`config.mk`:
```
export PLATFORM = sky130hd
export DESIGN_NAME = seq_mul_ctrl
export DESIGN_NICKNAME = d
export VERILOG_FILES = /design/src/rtl/seq_mul_ctrl.sv
export SDC_FILE = /design/constraint.sdc
export NUM_CORES = 1
export LEC_CHECK = 0
export BUFFER_PORTS_ARGS = -buffer_cell sky130_fd_sc_hd__buf_2
export CELL_PAD_IN_SITES_DETAIL_PLACEMENT = 1
export CELL_PAD_IN_SITES_GLOBAL_PLACEMENT = 1
export CORE_ASPECT_RATIO = 0.8
export CORE_MARGIN = 2
export CORE_UTILIZATION = 41
export DETAILED_ROUTE_END_ITERATION = 6
export PLACE_DENSITY_LB_ADDON = 0.1
export SYNTH_ARGS = -nofsm -noshare
export SYNTH_HDL_FRONTEND = slang
export SYNTH_SLANG_ARGS = --single-unit
```
`constraint.sdc`:
```
create_clock -name clk -period 4 [get_ports clk]
set_clock_uncertainty 0.15 [all_clocks]
set_input_delay 1 -clock clk [delete_from_list [all_inputs] [get_ports clk]]
set_output_delay 1 -clock clk [all_outputs]
set_load 0.01 [all_outputs]
```
`src/rtl/seq_mul_ctrl.sv`:
```
// ---------------------------------------------------------------------------
// seq_mul_ctrl
// Sequencing controller for the shift-add multiplier. It captures both
// operands when a start request is accepted, then runs one add/shift
// iteration per clock over a combined accumulator/multiplier register. After
// WIDTH iterations it presents the 2*WIDTH-bit product together with a
// one-cycle done pulse.
//
// Parameters
//   WIDTH         operand width in bits (>= 2); the product is 2*WIDTH bits
//
// Ports
//   clk           system clock; all state changes on the rising edge
//   reset         synchronous, active-high reset
//   start         request; sampled only while busy=0
//   multiplicand  operand A, captured when start is accepted
//   multiplier    operand B, captured when start is accepted
//   busy          high while an operation is in progress
//   done          one-cycle pulse; product is valid in the same cycle
//   product       result; held until the next accepted start
//   step          number of iterations completed in the current operation
//
// Build option
//   SEQ_MUL_EARLY_TERM_EN  when defined, the operation finishes early once
//                          the remaining multiplier bits are all zero. The
//                          product is bit-identical to the full-length run.
// ---------------------------------------------------------------------------
// state | meaning
// IDLE  | waiting for start; product holds the last result
// RUN   | one add/shift iteration per clock
// ---------------------------------------------------------------------------
module seq_mul_ctrl #(
  parameter int WIDTH = 16
) (
  input  logic                   clk,
  input  logic                   reset,
  input  logic                   start,
  input  logic [WIDTH-1:0]       multiplicand,
  input  logic [WIDTH-1:0]       multiplier,
  output logic                   busy,
  output logic                   done,
  output logic [2*WIDTH-1:0]     product,
  output logic [$clog2(WIDTH):0] step
);

  localparam int CW = $clog2(WIDTH) + 1;
  localparam logic [CW-1:0] LAST_CNT = CW'(WIDTH - 1);

  typedef enum logic {
    IDLE = 1'b0,
    RUN  = 1'b1
  } state_t;

  state_t            state;
  logic [WIDTH-1:0]  a;
  logic [2*WIDTH:0]  p;
  logic [CW-1:0]     cnt;

  logic [WIDTH:0]    sum;
  logic [2*WIDTH:0]  p_iter;

`ifdef SEQ_MUL_EARLY_TERM_EN
  logic [WIDTH-1:0]  mrem;
  logic [CW-1:0]     shamt;
  logic [2*WIDTH:0]  p_flush;
`endif

  // Carry from the add lands in the top accumulator bit after the shift,
  // so it is never lost.
  always_comb begin
    sum    = {1'b0, p[2*WIDTH-1:WIDTH]} +
             (p[0] ? {1'b0, a} : {(WIDTH+1){1'b0}});
    p_iter = {1'b0, sum, p[WIDTH-1:1]};
  end

`ifdef SEQ_MUL_EARLY_TERM_EN
  // With no multiplier bits left, every remaining iteration would only
  // shift, so all of those shifts are applied in one step.
  always_comb begin
    shamt   = CW'(WIDTH) - cnt;
    p_flush = p >> shamt;
  end
`endif

  assign step = cnt;

  always_ff @(posedge clk) begin
    if (reset) begin
      state   <= IDLE;
      busy    <= 1'b0;
      done    <= 1'b0;
      product <= '0;
      cnt     <= '0;
      a       <= '0;
      p       <= '0;
`ifdef SEQ_MUL_EARLY_TERM_EN
      mrem    <= '0;
`endif
    end else begin
      done <= 1'b0;
      case (state)
        IDLE: begin
          if (start) begin
            a     <= multiplicand;
            p     <= {{(WIDTH+1){1'b0}}, multiplier};
            cnt   <= '0;
            busy  <= 1'b1;
            state <= RUN;
`ifdef SEQ_MUL_EARLY_TERM_EN
            mrem  <= multiplier;
`endif
          end
        end

        RUN: begin
`ifdef SEQ_MUL_EARLY_TERM_EN
          if (mrem == '0) begin
            p       <= p_flush;
            product <= p_flush[2*WIDTH-1:0];
            done    <= 1'b1;
            busy    <= 1'b0;
            state   <= IDLE;
          end else begin
            mrem <= mrem >> 1;
            p    <= p_iter;
            cnt  <= cnt + 1'b1;
            if (cnt == LAST_CNT) begin
              product <= p_iter[2*WIDTH-1:0];
              done    <= 1'b1;
              busy    <= 1'b0;
              state   <= IDLE;
            end
          end
`else
          p   <= p_iter;
          cnt <= cnt + 1'b1;
          if (cnt == LAST_CNT) begin
            product <= p_iter[2*WIDTH-1:0];
            done    <= 1'b1;
            busy    <= 1'b0;
            state   <= IDLE;
          end
`endif
        end

        default: begin
          state <= IDLE;
          busy  <= 1'b0;
        end
      endcase
    end
  end

endmodule

```
==> qor.csv <==
metric,value,unit
min_to,product[4]$_SDFFE_PP0P_,
syn2layout_area_growth,17.3,%
cp.required,4.09,ns
vias_per_cell,5.45,
final.setup.tns,0,ns
syn_avg_cell_area,8.08,um2
ir_drop,0.000235,V
num_rows,33,
slew_headroom,47.0,%
cp-start-kind,register,
place_congestion,0.856,
detail_route.wl_per_cell,16.6,um
reg2reg_depth,9,
final_util,49.5,%
arrival,3.14,ns
placed_area,4800,um2
max_stage_delay,0.62,ns
io_pins,74,
synth_area_leaders,"dfxtp_1 (41%), nand2_1 (8.0%), a21oi_1 (7.8%)",
grt.total_usage,23.0,%
core-area,10300,um2
p_leak,2.12,nW
ys_seq_elements,88,
cts_root_buf,clkbuf_16,
drive_above_1_share,16.9,%
postCtsSetupRepairBufs,0,
finalSetupViolCount,0,
netlist_instances,537,
ctsResizeCount,0,
cap_violations,0,
dp_hpwl,8.78,mm
grt_pass1_wl,20.6,mm
synth_edf_count,0,
worstReg2RegStart,p[0]$_SDFFE_PP0P_,
synth_area,4340,um2
regToRegEndpoint,product[31]$_SDFFE_PP0P_,
synth_flop_cell,dfxtp_1,
ff_latch_area,1760,um2
clkTransAtPathRegs,0.06,ns
critPathKind,reg2reg,
ys_seq_area_share,40.6,%
async_flop_share,0,%
status,finished clean,
stdcell_count,739,
cp_common_cell,o211ai_1,
antenna_found_initial,0,
die_h,96,um
dp_worst_setup_slack,0.995,ns
cp_cell_sequence,and2_1 -> ha_1 -> inv_1 -> fa_1 -> nor2b_1 -> o211ai_1 -> a21oi_1 -> o211ai_1 -> a311oi_1,
vias,4027,
die_x,119,um
cts_buffers,9,
cts-htree-levels,3,
ctsHoldBuffers,0,
critPathSlowestCell,dfxtp_1,
antenna_cells,0,
yosysTopAreaCell,dfxtp_1,
dieArea,11400,um2
clock_latency,0.34,ns
io_buffers,73,
grt_max_degree,41,
tightest_slew,0.793,ns
grt_pass1_vias,3976,
cp-end-kind,register,
min_period_over_period,76.2,%
cts_tree,built,
multi_input_area,2410,um2
drc,0,
drtIter0Drc,173,
dp_cells,723,
power.total,1.85,mW
fmax,328,MHz
hold_viol,0,
final_nets,648,
cts_sinks,88,
worst-path-max-fanout,17,
powerDensity,365,nW/um2
synth_common_cells,"nand2_1 (92), dfxtp_1 (88), a21oi_1 (68)",
start_util,42.2,%
yosysMostFrequentCell,nand2_1,
antenna_left,0,
grt_setup_unrepaired,no,
final.fill_count,1285,
first_pass_iters,4,
cts_buffer_depth,2,
ys_warn_count,0,
hp-start,product[4]$_SDFFE_PP0P_,
finalCriticalPeriod,3.05,ns
hold_depth,2,
syn_nets,591,
drv_slew,0,
r2r_slack,0.95,ns
postLayoutCellArea,5090,um2
fin_ws,0.952,ns
hold_ws,0.300,ns
netlist.area_leader.share,40.6,%
yosys.cell_types.count,51,
routed_wl,12.3,mm
overflow,0,
hold_path.class,reg2reg,
## cell usage in the layout, fill, tap and decap left out, types with 7 or more instances in the layout
cell       netlist  routed
clkbuf_16        0       9
o21ai_0          8       8
and2_1          18      18
nor3b_1          7       7
or3_1            7       7
nor2_1          54      54
inv_1            7       7
buf_4            0       8
nand2_1         92      92
nand4_1          8       8
a21oi_1         68      68
nand3_1          7       7
buf_2            0      73
o211ai_1        15      15
ha_1            18      18
dfxtp_1         88      87
a21o_1           7       7
nor3_1           8       8
nand3b_1        11      11
mux2i_1         17      17
## worst max path at each step
stage,from,end,slack [ns],depth (start not counted)
floorplan,p[0]$_SDFFE_PP0P_,p[30]$_SDFFE_PP0P_,1.21,9
global placement,p[0]$_SDFFE_PP0P_,p[30]$_SDFFE_PP0P_,1.10,7
detailed placement,p[0]$_SDFFE_PP0P_,product[31]$_SDFFE_PP0P_,0.99,9
CTS,p[0]$_SDFFE_PP0P_,product[31]$_SDFFE_PP0P_,0.98,9
global route,p[0]$_SDFFE_PP0P_,product[31]$_SDFFE_PP0P_,0.67,9
finish,p[0]$_SDFFE_PP0P_,product[31]$_SDFFE_PP0P_,0.95,9
## report_power, final
| group | leakage, nW | internal, mW | switching [mW] |
|---|---|---|---|
| sequential | 0.715 | 0.899 | 0.0202 |
| clock | 0.139 | 0.471 | 0.335 |
| combinational | 1.27 | 0.0500 | 0.0792 |
| total | 2.12 | 1.42 | 0.434 |
## sequential cells by signal, indices dropped and copies added (netlist names)
register / flops
a: 16
step: 5
done: 1
product: 32
p: 32
state: 1
busy: 1
## kinds of logic after synthesis
logic type	synth area share (%)
XOR/XNOR	0.606
AND/OR/NAND/NOR	24.5
buffers and inverters	3.81
multiplexers	3.92
adder cells (fa/ha/maj)	5.65
flip-flops	40.6
AO/OA/AOI/OAI	20.9
## layer usage
| layer | vias to the layer above | GRT usage (%) | share of wire (%) |
|---|---|---|---|
| met1 | 1933 | 31.8 | 49 |
| met4 | 0 | 6.35 | 1.1 |
| li1 | 2011 | - | - |
| met3 | 10 | 4.44 | 4.6 |
| met5 | - | 0 | 0 |
| met2 | 73 | 36.8 | 45 |
## layout make-up
class	instances	area share (%)
Multi-Input combinational cell	407	47.4
Clock buffer	14	5.39
Inverter	7	0.516
Sequential cell	88	34.7
Tap cell	140	3.44
Clock inverter	2	0.246
Timing Repair Buffer	81	8.36
## critical path: cells and delay by family, from the launching register on
| kind | cells | cell delay (ns) |
|---|---|---|
| adders and majority gates | 2 | 0.58 |
| buffers and inverters | 1 | 0.06 |
| DFF | 1 | 0.62 |
| and+or+nand+nor | 2 | 0.38 |
| AOI/OAI and AO/OA | 4 | 1.16 |
Note: power is estimated with default switching activity, not from simulation.
